[config.mk]
export PLATFORM = sky130hd
export DESIGN_NAME = dvp_camera_power_seq_flat
export DESIGN_NICKNAME = d
export VERILOG_FILES = /design/src/rtl/dvp_camera_power_seq_if.sv /design/src/rtl/dvp_camera_power_seq.sv /design/src/flat_wrapper.sv
export SDC_FILE = /design/constraint.sdc
export NUM_CORES = 1
export LEC_CHECK = 0
export ABC_AREA = 0
export ABC_CLOCK_PERIOD_IN_PS = 5500
export BUFFER_PORTS_ARGS = -buffer_cell sky130_fd_sc_hd__buf_2
export CORE_AREA = 8 8 73 123
export DETAILED_ROUTE_END_ITERATION = 7
export DIE_AREA = 0 0 81 131
export PLACE_DENSITY = 0.51
export SLEW_MARGIN = 15
export SYNTH_ARGS = -nofsm -noshare
export SYNTH_HDL_FRONTEND = slang
export SYNTH_SLANG_ARGS = --single-unit
[constraint.sdc]
create_clock -name clk -period 5.5 [get_ports clk]
set_input_delay 0.55 -clock clk [delete_from_list [all_inputs] [get_ports clk]]
set_output_delay 0.55 -clock clk [all_outputs]
set_load 0.01 [all_outputs]
[src/rtl/dvp_camera_power_seq_if.sv]
// Camera-side bundle: configuration word in, camera pins and readiness out.
interface dvp_camera_power_seq_if #(
    parameter int unsigned DVP_CAM_CFG_W = 8
);
    logic [DVP_CAM_CFG_W-1:0] dcr_cam_cfg_i;
    logic                     dvp_xclk_o;
    logic                     dvp_pwdn_o;
    logic                     dvp_rst_n_o;
    logic                     cam_ready_o;

    // Controller side: consumes the config word, drives the camera pins.
    modport master (
        input  dcr_cam_cfg_i,
        output dvp_xclk_o,
        output dvp_pwdn_o,
        output dvp_rst_n_o,
        output cam_ready_o
    );

    // Environment side: register block and camera/RX path.
    modport slave (
        output dcr_cam_cfg_i,
        input  dvp_xclk_o,
        input  dvp_pwdn_o,
        input  dvp_rst_n_o,
        input  cam_ready_o
    );
endinterface

[src/rtl/dvp_camera_power_seq.sv]
// DVP camera power sequencer: timed power-up of PWDN/RESET pins, a
// prescaled XCLK generator, and a glitch-free power-down that always
// parks XCLK low before re-asserting power-down.
module dvp_camera_power_seq #(
    parameter int unsigned INTL_CLK_FREQ = 125000000,
    parameter int unsigned CAM_MAX_FREQ  = 24000000,
    parameter int unsigned DVP_CAM_CFG_W = 8,
    parameter int unsigned PWUP_DLY_CYC  = 125000,
    parameter int unsigned RST_DLY_CYC   = 2500000
) (
    input  logic                   clk,
    input  logic                   rst,
    dvp_camera_power_seq_if.master bus
);

    // A zero delay still spends one cycle in its state.
    localparam int unsigned PWUP_CYC  = (PWUP_DLY_CYC == 0) ? 1 : PWUP_DLY_CYC;
    localparam int unsigned RST_CYC   = (RST_DLY_CYC == 0) ? 1 : RST_DLY_CYC;
    localparam int unsigned DLY_MAX   = (PWUP_CYC > RST_CYC) ? PWUP_CYC : RST_CYC;
    localparam int unsigned DWELL_W   = $clog2(DLY_MAX) + 1;

    // Fastest XCLK half-period, rounded up so XCLK never exceeds CAM_MAX_FREQ.
    localparam int unsigned HALF_BASE = (INTL_CLK_FREQ + 2 * CAM_MAX_FREQ - 1)
                                        / (2 * CAM_MAX_FREQ);
    localparam int unsigned XCNT_W    = $clog2(HALF_BASE * 8 + 1);

    localparam int unsigned START_BIT = (DVP_CAM_CFG_W > 7) ? 7 : DVP_CAM_CFG_W - 1;

    typedef enum logic [2:0] {
        S_OFF,
        S_PWUP,
        S_RST_REL,
        S_READY,
        S_SHDN
    } state_e;

    state_e              state_q,  state_d;
    logic [DWELL_W-1:0]  dwell_q,  dwell_d;
    logic                pwdn_q,   pwdn_d;
    logic                rst_n_q,  rst_n_d;
    logic                ready_q,  ready_d;

    logic                xclk_q,   xclk_d;
    logic [XCNT_W-1:0]   xcnt_q,   xcnt_d;
    logic [1:0]          presc_q,  presc_d;

    logic                cam_start_c;
    logic [1:0]          cam_presc_c;
    logic                xclk_en_c;
    logic                xclk_stopped_c;
    logic [XCNT_W-1:0]   half_c;

    assign cam_start_c = bus.dcr_cam_cfg_i[START_BIT];
    assign cam_presc_c = bus.dcr_cam_cfg_i[1:0];

    // XCLK runs in every powered state; SHDN drops the request.
    assign xclk_en_c = (state_q == S_PWUP) || (state_q == S_RST_REL) || (state_q == S_READY);

    // XCLK divider: presc only changes while stopped or at a falling toggle.
    always_comb begin
        xclk_d         = xclk_q;
        xcnt_d         = xcnt_q;
        presc_d        = presc_q;
        half_c         = XCNT_W'(HALF_BASE) << presc_q;
        xclk_stopped_c = !xclk_q && !xclk_en_c;

        if (xclk_stopped_c) begin
            xcnt_d  = '0;
            presc_d = cam_presc_c;
        end else if (xcnt_q == half_c - XCNT_W'(1)) begin
            xcnt_d = '0;
            xclk_d = !xclk_q;
            if (xclk_q) begin
                presc_d = cam_presc_c;
            end
        end else begin
            xcnt_d = xcnt_q + XCNT_W'(1);
        end
    end

    // Sequencer next state, shared dwell counter and pin values for the next state.
    always_comb begin
        state_d = state_q;
        dwell_d = dwell_q;

        case (state_q)
            S_OFF: begin
                if (cam_start_c) begin
                    state_d = S_PWUP;
                end
            end
            S_PWUP: begin
                if (!cam_start_c) begin
                    state_d = S_SHDN;
                end else if (dwell_q == DWELL_W'(PWUP_CYC - 1)) begin
                    state_d = S_RST_REL;
                end else begin
                    dwell_d = dwell_q + DWELL_W'(1);
                end
            end
            S_RST_REL: begin
                if (!cam_start_c) begin
                    state_d = S_SHDN;
                end else if (dwell_q == DWELL_W'(RST_CYC - 1)) begin
                    state_d = S_READY;
                end else begin
                    dwell_d = dwell_q + DWELL_W'(1);
                end
            end
            S_READY: begin
                if (!cam_start_c) begin
                    state_d = S_SHDN;
                end
            end
            S_SHDN: begin
                // Completes regardless of cam_start; restart is taken from OFF.
                if (xclk_stopped_c) begin
                    state_d = S_OFF;
                end
            end
            default: begin
                state_d = S_OFF;
            end
        endcase

        if (state_d != state_q) begin
            dwell_d = '0;
        end

        pwdn_d  = (state_d == S_OFF);
        rst_n_d = (state_d == S_RST_REL) || (state_d == S_READY);
        ready_d = (state_d == S_READY);
    end

    // All state and pin flops; reset returns to the powered-down pin state at once.
    always_ff @(posedge clk) begin
        if (rst) begin
            state_q <= S_OFF;
            dwell_q <= '0;
            pwdn_q  <= 1'b1;
            rst_n_q <= 1'b0;
            ready_q <= 1'b0;
            xclk_q  <= 1'b0;
            xcnt_q  <= '0;
            presc_q <= '0;
        end else begin
            state_q <= state_d;
            dwell_q <= dwell_d;
            pwdn_q  <= pwdn_d;
            rst_n_q <= rst_n_d;
            ready_q <= ready_d;
            xclk_q  <= xclk_d;
            xcnt_q  <= xcnt_d;
            presc_q <= presc_d;
        end
    end

    assign bus.dvp_xclk_o  = xclk_q;
    assign bus.dvp_pwdn_o  = pwdn_q;
    assign bus.dvp_rst_n_o = rst_n_q;
    assign bus.cam_ready_o = ready_q;

endmodule
[src/flat_wrapper.sv]
// flat-port wrapper written by rule: the top's interface ports become plain ports
module dvp_camera_power_seq_flat 
#(
    parameter int unsigned INTL_CLK_FREQ = 125000000,
    parameter int unsigned CAM_MAX_FREQ  = 24000000,
    parameter int unsigned DVP_CAM_CFG_W = 8,
    parameter int unsigned PWUP_DLY_CYC  = 125000,
    parameter int unsigned RST_DLY_CYC   = 2500000
)
  (clk, rst, bus_dcr_cam_cfg_i, bus_dvp_xclk_o, bus_dvp_pwdn_o, bus_dvp_rst_n_o, bus_cam_ready_o);
  dvp_camera_power_seq_if #(.DVP_CAM_CFG_W(DVP_CAM_CFG_W)) bus_i ();
  input  logic clk;
  input  logic rst;
  input wire logic [$bits(bus_i.dcr_cam_cfg_i)-1:0] bus_dcr_cam_cfg_i;
  output wire logic [$bits(bus_i.dvp_xclk_o)-1:0] bus_dvp_xclk_o;
  output wire logic [$bits(bus_i.dvp_pwdn_o)-1:0] bus_dvp_pwdn_o;
  output wire logic [$bits(bus_i.dvp_rst_n_o)-1:0] bus_dvp_rst_n_o;
  output wire logic [$bits(bus_i.cam_ready_o)-1:0] bus_cam_ready_o;
  assign bus_i.dcr_cam_cfg_i = bus_dcr_cam_cfg_i;
  assign bus_dvp_xclk_o = bus_i.dvp_xclk_o;
  assign bus_dvp_pwdn_o = bus_i.dvp_pwdn_o;
  assign bus_dvp_rst_n_o = bus_i.dvp_rst_n_o;
  assign bus_cam_ready_o = bus_i.cam_ready_o;
  dvp_camera_power_seq #(.INTL_CLK_FREQ(INTL_CLK_FREQ), .CAM_MAX_FREQ(CAM_MAX_FREQ), .DVP_CAM_CFG_W(DVP_CAM_CFG_W), .PWUP_DLY_CYC(PWUP_DLY_CYC), .RST_DLY_CYC(RST_DLY_CYC)) u_core (.clk(clk), .rst(rst), .bus(bus_i));
endmodule
# After elaboration in Yosys (flattened, before gate mapping)
# Cells that the tools add are included.
[totals]
ff_bits = 37
input_bits = 10
output_inout_bits = 4
word_cells = 59
[classes]
addsub = 3
n_eq_ne = 14
n_shift = 1
muxes = 16
bitwise = 1
n_reduce_logical = 16
[op_table]
columns = ["operator", "count"]
rows = [
  ["$mux W23", 4],
  ["$pmux W23 S2", 1],
  ["$add A23 B1 Y23 const B", 1],
  ["$eq A23 B17 Y1 const B", 1],
  ["$eq A23 B22 Y1 const B", 1],
  ["$mux W3", 7],
  ["$pmux W3 S5", 1],
  ["$eq A3 B2 Y1 const B", 4],
  ["$ne A2 B2 Y1 const B", 4],
  ["$logic_not A3 Y1", 2],
  ["$mux W2", 3],
  ["$reduce_bool A2 Y1", 3],
  ["$add A5 B1 Y5 const B", 1],
  ["$eq A5 B5 Y1", 1],
  ["$reduce_and A5 Y1", 1],
  ["$shl A2 B2 Y5 const A", 1],
  ["$sub A5 B1 Y5 const B", 1],
  ["$reduce_and A2 Y1", 2],
  ["$eq A3 B1 Y1 const B", 1],
  ["$eq A3 B3 Y1 const B", 1],
  ["$logic_or A1 B1 Y1", 3],
  ["$ne A3 B3 Y1", 1],
  ["$reduce_or A3 Y1", 1],
  ["$logic_not A1 Y1", 2],
  ["other kinds (3)", 3],
]

# Longest topological paths before layout
# Gate-level depths: netlist of the first run.
[logic_depth]
word_depth = 9
ltp_mapped = 7
mapped_depth_nobuf = 6

# Least setup slack after synthesis of the first run
# No wires, ideal clock.
[synth_path]
path_type = "register -> register"
startpoint = "register u_core.dwell_q[0]"
endpoint = "register u_core.dwell_q[12]"
setup_ps = 115
arrival_ps = 1805
t_required_ps = 5385
slack_ps = 3580
path_stages_with_launch = 8
n_path_buf = 1
period_less_slack_ps = 1920
cell_sequence = "dfxtp_1 -> ha_1 -> nor4b_2 -> nand2_1 -> or4_1 -> o311ai_4 -> buf_6 -> nor2_1"
[synth_via]
elab_chain_len = 6
elab_cells_between_ends = 18
cone_classes = "add/sub (1); eq/ne (5); mux (10); reduce/logical (2)"
[synth_rtl]
columns = ["item", "line", "text"]
rows = [
  ["from (decl)", "dvp_camera_power_seq.sv:38", "logic [DWELL_W-1:0] dwell_q, dwell_d;"],
  ["from (signal assigned)", "dvp_camera_power_seq.sv:148", "dwell_q <= dwell_d;"],
  ["branches (longest 6 deep; another with $add A23 B1 Y23)", "n/a", ""],
]
# Several ways; the timed one is not identified. The select of a mux whose other input is x is not followed.
# A chain may end at the register's enable or synchronous reset.

# Final worst setup path of the first run
[layout_path]
startpoint = "register u_core.dwell_q[0]"
endpoint = "register u_core.dwell_q[2]"
# The elaborated chain is that of the path after synthesis.

==> results.sh, run 1 <==
export IMPL_status="completed"
export IMPL_synth_cells=244
export IMPL_post_cts_buffers=0
export IMPL_fin_crit_ns=2.61
export IMPL_hold_buffers=0
export IMPL_fin_crit_sh_pct=47.4
export IMPL_place_hpwl_mm=3.67
export IMPL_synth_area_mm2=0.00211
export IMPL_slowest_stage="o311ai_4"
export IMPL_antenna_cells=0
export IMPL_synth_warnings=0
export IMPL_crit_path_start="u_core.dwell_q[0]"
export IMPL_portBuffers=8
export IMPL_avgSynthCellArea_um2=8.67
export IMPL_setup_viol=0
export IMPL_post_cts_resized=0
export IMPL_floorplan_initialDensity_pct=28.7
export IMPL_cp_arrival_ns=2.72
export IMPL_slew_headroom_pct=32.4
export IMPL_drt_wirelength_per_cell_um=14.7
export IMPL_finalHoldViolCount=0
export IMPL_cts_root_buf="clkbuf_16"
export IMPL_stdcell_area_mm2=0.00233
export IMPL_final_cell_mix="dfxtp_1, nor2_1, xnor2_1"
export IMPL_power_mw=0.571
export IMPL_worstSetupPathType="flop to flop"
export IMPL_hold_class="flop to flop"
export IMPL_r2r_cells=6
export IMPL_drt_wl_total_mm=4.98
export IMPL_grt_pass1_wl_mm=8.14
export IMPL_clock_latency_ns=0.28
export IMPL_multi_input_area_mm2=0.00128
export IMPL_cp_cell_sequence="ha_1 > nor4b_2 > nand4_1 > o21a_1 > o311ai_4 > nor3_1"
export IMPL_grt_usage_pct=9.65
export IMPL_antenna_found_initial=0
export IMPL_synth_seq_cells=37
export IMPL_p_leak_nw=0.738
export IMPL_postRouteAntennaNets=0
export IMPL_cp_slowest_stage_delay_ns=0.82
export IMPL_clk_pin_slew_ns=0.05
export IMPL_grt_overflow=0
export IMPL_fin_nets=261
export IMPL_power_density_mw_per_mm2=245
export IMPL_die_w_um=81
export IMPL_fillers=822
export IMPL_drc=0
export IMPL_startpoint_type="flop"
export IMPL_fin_tns_setup_ns=0
export IMPL_grt_pass1_vias=1729
export IMPL_final_common_cell="dfxtp_1"
export IMPL_grt_setup_unrepaired="false"
export IMPL_htree_num_levels=2
export IMPL_routabilityCongestion=0.829
export IMPL_max_freq_mhz=383
export IMPL_reg2reg_to="u_core.dwell_q[2]"
export IMPL_synthFlopType="dfxtp_1"
export IMPL_cts_tree="done"
export IMPL_num_rows=42
export IMPL_ioPinCount=14
export IMPL_seq_area_um2=741
export IMPL_first_pass_iters=4
export IMPL_tightest_slew_ns=1.01
export IMPL_synth_edf_count=0
export IMPL_irDropWorstVdd_mv=0.103
export IMPL_yosysUniqueCellTypes=52
export IMPL_r2r_slack_ns=2.89
export IMPL_fp_dieH_um=131
export IMPL_drv_cap=0
export IMPL_crit_fanout=23
export IMPL_vias_per_cell=5.23
export IMPL_critPathRequiredTime_ns=5.61
export IMPL_finalClockSkew_ns=0.00552
export IMPL_endpoint_kind="flop"
export IMPL_grt_start_max_net_pins=24
export IMPL_dieArea_mm2=0.0106
export IMPL_report_final_slew_viol_count=0
export IMPL_vias=1768
export IMPL_area_growth_pct=10.3
export IMPL_first_iter_violations=85
export IMPL_placed_area_mm2=0.00220
export IMPL_synth_async_reset_ratio_pct=0
export IMPL_cts_sinks=37
export IMPL_post_route_cells_drive_above_1_share_pct=12.4
export IMPL_yosysSeqAreaShare_pct=35.0
export IMPL_core_area_mm2=0.00736
export IMPL_r2r_start="u_core.dwell_q[0]"
export IMPL_clock_path_buffers=2
export IMPL_crit_path_end="u_core.dwell_q[2]"
export IMPL_cts_buffers=5
export IMPL_syn_nets=256
[flip-flops by register name (all words and copies together) (netlist names)]
register                flops
u_core.bus.dvp_pwdn_o       1
u_core.xcnt_q               5
u_core.dwell_q             23
u_core.bus.dvp_rst_n_o      1
u_core.bus.dvp_xclk_o       1
u_core.state_q              3
u_core.presc_q              2
u_core.bus.cam_ready_o      1
[metrics by stage]
stage | instances | util (%) | hold WS, ns | worst slack [ns]
2_1_floorplan | 244 | - | 0.445 | 3.58
3_3_place_gp | 330 | 29.8 | 0.471 | 2.85
3_5_place_dp | 330 | 29.8 | 0.479 | 2.86
4_1_cts | 338 | 31.7 | 0.492 | 2.86
5_1_grt | 338 | 31.7 | 0.524 | 2.60
6_report | 338 | 31.7 | 0.491 | 2.89
[routing by layer]
layer | vias up | part of all wire [%] | wire (um) | track usage (%)
met5 | - | 0 | 0 | 0
met4 | 0 | 1.7 | 86 | 3.81
met3 | 7 | 3.4 | 167 | 1.99
met2 | 31 | 55 | 2730 | 18.5
met1 | 833 | 40 | 1990 | 9.61
li1 | 897 | - | - | -
[final cells by class]
class | count | share of cell area (%)
Timing Repair Buffer | 8 | 1.72
Inverter | 6 | 0.966
Tap cell | 88 | 4.72
Sequential cell | 37 | 31.8
Clock buffer | 8 | 5.85
Multi-Input combinational cell | 191 | 55.0
[how the worst min path moves through the flow]
stage	start	end	slack [ns]	cells after the start
after CTS	u_core.xcnt_q[0]	u_core.xcnt_q[0]	0.49	1
final	u_core.xcnt_q[0]	u_core.xcnt_q[0]	0.49	1
after global placement	u_core.xcnt_q[0]	u_core.xcnt_q[0]	0.47	1
after global routing	bus_dcr_cam_cfg_i[0]	u_core.presc_q[0]	0.52	3
after detailed placement	u_core.xcnt_q[0]	u_core.xcnt_q[0]	0.48	1
after floorplan	u_core.xcnt_q[0]	u_core.xcnt_q[0]	0.44	1
[synth_stat cells, types with 4 or more instances]
| library cell | number | area share (%) |
|---|---|---|
| nand3_1 | 15 | 3.6 |
| nand2_1 | 14 | 2.5 |
| inv_1 | 6 | 1.1 |
| or3_1 | 4 | 1.2 |
| and4b_1 | 4 | 1.9 |
| a21oi_1 | 8 | 1.9 |
| nor2_1 | 35 | 6.2 |
| and3_1 | 4 | 1.2 |
| a21o_1 | 5 | 1.8 |
| nor3_2 | 7 | 3.3 |
| nand2b_1 | 4 | 1.2 |
| xnor2_1 | 16 | 6.6 |
| o21ai_0 | 7 | 1.7 |
| nor4b_1 | 4 | 1.7 |
| nand4_1 | 4 | 1.2 |
| nor3_1 | 10 | 2.4 |
| dfxtp_1 | 37 | 35 |
[worst max-delay path: cells and delay by family (launching register included)]
family                   cells  cell delay, ns
adder cells (fa/ha/maj)      1            0.23
AO/OA/AOI/OAI                2            1.10
flip-flops                   1            0.40
AND/OR/NAND/NOR              3            0.72
[kinds of logic after synthesis]
kind of cell / Yosys count / share of synthesized area [%]
mux: 3 / 1.42
flops: 37 / 35.0
compound gates: 38 / 13.3
buf+inv: 16 / 4.32
simple gates: 129 / 36.9
fa+ha+maj: 2 / 1.18
xor+xnor: 19 / 7.87
[report_power, final]
group          switching [mW]  leakage, nW  internal (mW)  total (mW)
clock                   0.104       0.0652          0.169       0.272
combinational          0.0155        0.374        0.00827      0.0238
sequential            0.00369        0.299          0.271       0.275
Note: power is estimated with default switching activity, not from simulation.
==> inputs of run 2 (changes only) <==
Settings changed: ABC_CLOCK_PERIOD_IN_PS 5500 to 2300, PLACE_DENSITY 0.51 to 0.53.
Clock period 5.5 ns to 2.3 ns, I/O delays scaled along.
==> run 2 against run 1 <==
Against the previous run:
- worst hold slack worse by 0.30 ns
- global-route usage up 0.14 points
- clock skew up 0.0024 ns
- critical path type unchanged
- flip-flop and latch count unchanged
- largest power group is now clock
- final cell count up 2.4%
- clock-buffer cell count down 2
- non-clock buffer count up 9
- register-to-register slack worse by 2.8 ns
==> results.sh, run 2 (synthesis gave the netlist of run 1 again) <==
export IMPL_final_cell_mix="dfxtp_1, nor2_1, xnor2_1"
export IMPL_p_leak_nw=0.790
export IMPL_core_area_mm2=0.00736
export IMPL_post_cts_resized=0
export IMPL_slew_headroom_pct=65.4
export IMPL_drt_wl_total_mm=4.95
export IMPL_setup_viol=0
export IMPL_antenna_cells=0
export IMPL_ioPinCount=14
export IMPL_hold_buffers=0
export IMPL_top_register="u_core.dwell_q"
export IMPL_largest_reg_flops=23
export IMPL_endpoint_kind="flop"
export IMPL_grt_setup_unrepaired="false"
export IMPL_final_common_cell="dfxtp_1"
export IMPL_first_iter_violations=64
export IMPL_fin_nets=270
export IMPL_cts_sinks=37
export IMPL_reg_top3="u_core.dwell_q (23), u_core.xcnt_q (5), u_core.state_q (3)"
export IMPL_power_density_mw_per_mm2=575
export IMPL_final_core_util_pct=32.9
export IMPL_worstSetupPathType="flop to flop"
export IMPL_max_freq_mhz=461
export IMPL_place_hpwl_mm=3.80
export IMPL_floorplan_initialDensity_pct=28.7
export IMPL_fin_tns_setup_ns=0
export IMPL_num_rows=42
export IMPL_drv_cap=0
export IMPL_finalClockSkew_ns=0.00793
export IMPL_antenna_found_initial=0
export IMPL_grt_pass1_vias=1776
export IMPL_area_growth_pct=14.6
export IMPL_grt_usage_pct=9.79
export IMPL_finalHoldViolCount=0
export IMPL_post_route_cells_drive_above_1_share_pct=16.3
export IMPL_hold_class="input port to flop"
export IMPL_postRouteAntennaNets=0
export IMPL_vias_per_cell=5.23
export IMPL_clock_latency_ns=0.28
export IMPL_critPathRequiredTime_ns=2.46
export IMPL_portBuffers=8
export IMPL_clock_path_buffers=2
export IMPL_fin_crit_ns=2.17
export IMPL_irDropWorstVdd_mv=0.319
export IMPL_fp_dieH_um=131
export IMPL_post_cts_buffers=0
export IMPL_fin_crit_sh_pct=94.4
export IMPL_grt_pass1_wl_mm=8.18
export IMPL_die_w_um=81
export IMPL_vias=1809
export IMPL_cp_arrival_ns=2.33
export IMPL_drc=0
export IMPL_first_pass_iters=4
export IMPL_htree_num_levels=2
export IMPL_tightest_slew_ns=0.514
export IMPL_cts_root_buf="clkbuf_16"
export IMPL_grt_overflow=0
export IMPL_startpoint_type="flop"
export IMPL_crit_fanout=23
export IMPL_cts_tree="done"
export IMPL_grt_start_max_net_pins=24
export IMPL_routabilityCongestion=0.846
export IMPL_report_final_slew_viol_count=0
export IMPL_status="completed"
export IMPL_cts_buffers=5
export IMPL_dieArea_mm2=0.0106
export IMPL_drt_wirelength_per_cell_um=14.3
export IMPL_clk_pin_slew_ns=0.06
[run 2: power breakdown]
part,internal (mW),leakage [nW],switching [mW],total [mW]
Sequential,0.648,0.299,0.00855,0.657
Combinational,0.0275,0.422,0.0378,0.0653
Clock,0.424,0.0690,0.247,0.671
[run 2: final timing paths]
kind	start	end	slack, ns	depth (start not counted)
worst min-delay path	bus_dcr_cam_cfg_i[0]	u_core.presc_q[0]	0.19	3
worst min register to register	u_core.xcnt_q[0]	u_core.xcnt_q[0]	0.50	1
worst max-delay path	u_core.dwell_q[0]	u_core.dwell_q[2]	0.13	7
worst max register to register	u_core.dwell_q[0]	u_core.dwell_q[2]	0.13	7
[run 2: area by class of cell]
cell class                      count  area [um2]
Timing Repair Buffer               17         120
Inverter                            6        22.5
Clock buffer                        6         139
Tap cell                           88         110
Fill cell                         796        4930
Sequential cell                    37         741
Multi-Input combinational cell    191        1280
Clock inverter                      1        7.51
[run 2: per-stage QoR]
| step | instances | total power, mW | hold slack [ns] | setup slack [ns] | instance area [um2] |
|---|---|---|---|---|---|
| final | 346 | 1.39 | 0.193 | 0.129 | 2420 |
| after global routing | 346 | 1.45 | 0.242 | 0.0421 | 2420 |
| after CTS | 346 | 1.42 | 0.187 | 0.128 | 2420 |
| after detailed placement | 339 | 0.737 | 0.475 | 0.141 | 2280 |
| after global placement | 339 | 0.737 | 0.467 | 0.199 | 2280 |
| after floorplan | 244 | 0.716 | 0.377 | 0.380 | 2110 |
[run 2: per-layer routing]
metal / vias up / GRT usage, % / part of all wire [%]
met5: - / 0 / 0
met4: 0 / 5.61 / 3.3
met3: 11 / 1.85 / 3.3
met2: 30 / 17.9 / 54
met1: 856 / 9.93 / 40
li1: 912 / - / -
[run 2: critical path, cell delays in order, from the launching register on]
cell and delay (ns):
dfxtp_1 0.39, ha_1 0.22, nor4b_2 0.29, nand4_1 0.30
o21a_1 0.29, o311ai_4 0.28, buf_12 0.20, nor3_1 0.07
==> inputs of run 3 (changes only) <==
Settings changed: CORE_AREA 8 8 73 123 to 2 2 67 117, DIE_AREA 0 0 81 131 to 0 0 69 119, SETUP_SLACK_MARGIN set to 0.05.
==> run 3 against run 2 <==
Against the previous run:
- worst hold slack worse by 0.0055 ns
- setup slack better by 0.087 ns
- final area is 0.77% higher
- final cell count stayed put
- wire length is 1.9% higher
- largest cell class unchanged
- via count is 0.50% higher
- die area is 23% lower
==> results.sh, run 3 (synthesis gave the netlist of run 1 again) <==
export IMPL_finalClockSkew_ns=0.00580
export IMPL_fin_crit_ns=2.08
export IMPL_p_leak_nw=0.800
export IMPL_p_int_mw=1.22
export IMPL_clk_pin_slew_ns=0.05
export IMPL_cts_tree="done"
export IMPL_largest_reg_flops=23
export IMPL_routabilityCongestion=0.844
export IMPL_clock_path_buffers=2
export IMPL_irDropWorstVdd_mv=0.217
export IMPL_endpoint_kind="flop"
export IMPL_worstSetupPathType="flop to flop"
export IMPL_postRouteAntennaNets=0
export IMPL_power_density_mw_per_mm2=620
export IMPL_holdPathStages=3
export IMPL_vias=1818
export IMPL_drc=0
export IMPL_first_pass_iters=4
export IMPL_grt_start_max_net_pins=24
export IMPL_fin_tns_setup_ns=0
export IMPL_floorplan_initialDensity_pct=28.7
export IMPL_swShare_pct=19.6
export IMPL_cp_arrival_ns=2.24
export IMPL_status="completed"
export IMPL_drt_wirelength_per_cell_um=14.6
export IMPL_place_hpwl_mm=3.76
export IMPL_final_cell_mix="dfxtp_1, nor2_1, xnor2_1"
export IMPL_hold_class="input port to flop"
export IMPL_clock_latency_ns=0.28
export IMPL_grt_pass1_wl_mm=8.59
export IMPL_post_cts_buffers=0
export IMPL_vias_per_cell=5.25
export IMPL_fp_dieH_um=119
export IMPL_ioPinCount=14
export IMPL_grt_overflow=0
export IMPL_power_frac_comb_pct=4.3
export IMPL_core_area_mm2=0.00736
export IMPL_hold_buffers=0
export IMPL_fin_nets=269
export IMPL_first_iter_violations=77
export IMPL_final_core_util_pct=33.2
export IMPL_finalHoldViolCount=0
export IMPL_report_final_slew_viol_count=0
export IMPL_power_switching_mw=0.297
export IMPL_grt_setup_unrepaired="false"
export IMPL_fin_crit_sh_pct=90.6
export IMPL_portBuffers=8
export IMPL_antenna_found_initial=0
export IMPL_cts_root_buf="clkbuf_16"
export IMPL_drt_wl_total_mm=5.05
export IMPL_antenna_cells=0
export IMPL_crit_fanout=23
export IMPL_die_w_um=69
export IMPL_seq_power_share_pct=43.4
export IMPL_cts_sinks=37
export IMPL_r2r_cells=7
export IMPL_tightest_slew_ns=0.499
export IMPL_clkPwrFrac_pct=52.3
export IMPL_num_rows=42
export IMPL_area_growth_pct=15.4
export IMPL_final_common_cell="dfxtp_1"
export IMPL_startpoint_type="flop"
export IMPL_htree_num_levels=2
export IMPL_max_freq_mhz=480
export IMPL_post_route_cells_drive_above_1_share_pct=15.9
export IMPL_setup_viol=0
export IMPL_dieArea_mm2=0.00821
export IMPL_reg_top3="u_core.dwell_q (23), u_core.xcnt_q (5), u_core.state_q (3)"
export IMPL_post_cts_resized=0
export IMPL_drv_cap=0
export IMPL_top_register="u_core.dwell_q"
export IMPL_grt_pass1_vias=1811
export IMPL_slew_headroom_pct=66.5
export IMPL_cts_buffers=5
export IMPL_fillers=796
export IMPL_grt_usage_pct=12.9
export IMPL_critPathRequiredTime_ns=2.46
[run 3: changes by cell type in the layout (fill, tap and decap cells not counted)]
| cell | before | now |
|---|---|---|
| buf_4 | 8 | 7 |
| bufinv_16 | 0 | 1 |
| clkbuf_1 | 0 | 1 |
| clkinvlp_4 | 1 | 0 |
[run 3: path summary, 6_finish.rpt]
kind	start	to	slack (ns)
worst min register to register	u_core.xcnt_q[0]	u_core.xcnt_q[0]	0.48
worst max register to register	u_core.dwell_q[0]	u_core.dwell_q[2]	0.22
worst min-delay path	bus_dcr_cam_cfg_i[0]	u_core.presc_q[0]	0.19
worst max-delay path	u_core.dwell_q[0]	u_core.dwell_q[2]	0.22
[run 3: cell type report]
type / count / area, um2 / area share [%]
Multi-Input combinational cell: 191 / 1280 / 52.5
Sequential cell: 37 / 741 / 30.3
Clock buffer: 7 / 143 / 5.84
Timing Repair Buffer: 16 / 113 / 4.61
Tap cell: 88 / 110 / 4.51
Clock inverter: 1 / 30.0 / 1.23
Inverter: 6 / 22.5 / 0.923
[run 3: routing by layer]
layer	GRT usage (%)	vias to the layer above	share of wire, %	routed length (um)
met5	0	-	0	0
met4	5.27	0	2.1	106
met3	2.45	10	1.8	93
met2	23.8	19	55	2760
met1	14.1	878	41	2090
li1	-	911	-	-
[run 3: power groups by stage]
| stage | registers, mW | logic (mW) | clock network, mW |
|---|---|---|---|
| floorplan | 0.668 | 0.0480 | 0 |
| global placement | 0.671 | 0.0663 | 0 |
| detailed placement | 0.671 | 0.0670 | 0 |
| CTS | 0.657 | 0.0673 | 0.816 |
| global route | 0.658 | 0.0743 | 0.845 |
| finish | 0.657 | 0.0655 | 0.791 |
[run 3: per-stage QoR]
stage	hold slack [ns]	worst slack, ns	cell area, um2	std cells	total power, mW
after floorplan	0.377	0.380	2110	244	0.716
after global placement	0.460	0.215	2270	338	0.737
after detailed placement	0.473	0.232	2270	338	0.738
after CTS	0.186	0.223	2440	346	1.54
after global routing	0.223	0.0701	2440	346	1.58
final	0.188	0.217	2440	346	1.51
[run 3: critical path, cell delays in order (launching register included)]
cell and delay [ns]:
dfxtp_1 0.39, ha_1 0.22, nor4b_2 0.30, nand2_1 0.12, or4_1 0.54, o311ai_4 0.12
buf_12 0.21, nor3_1 0.07
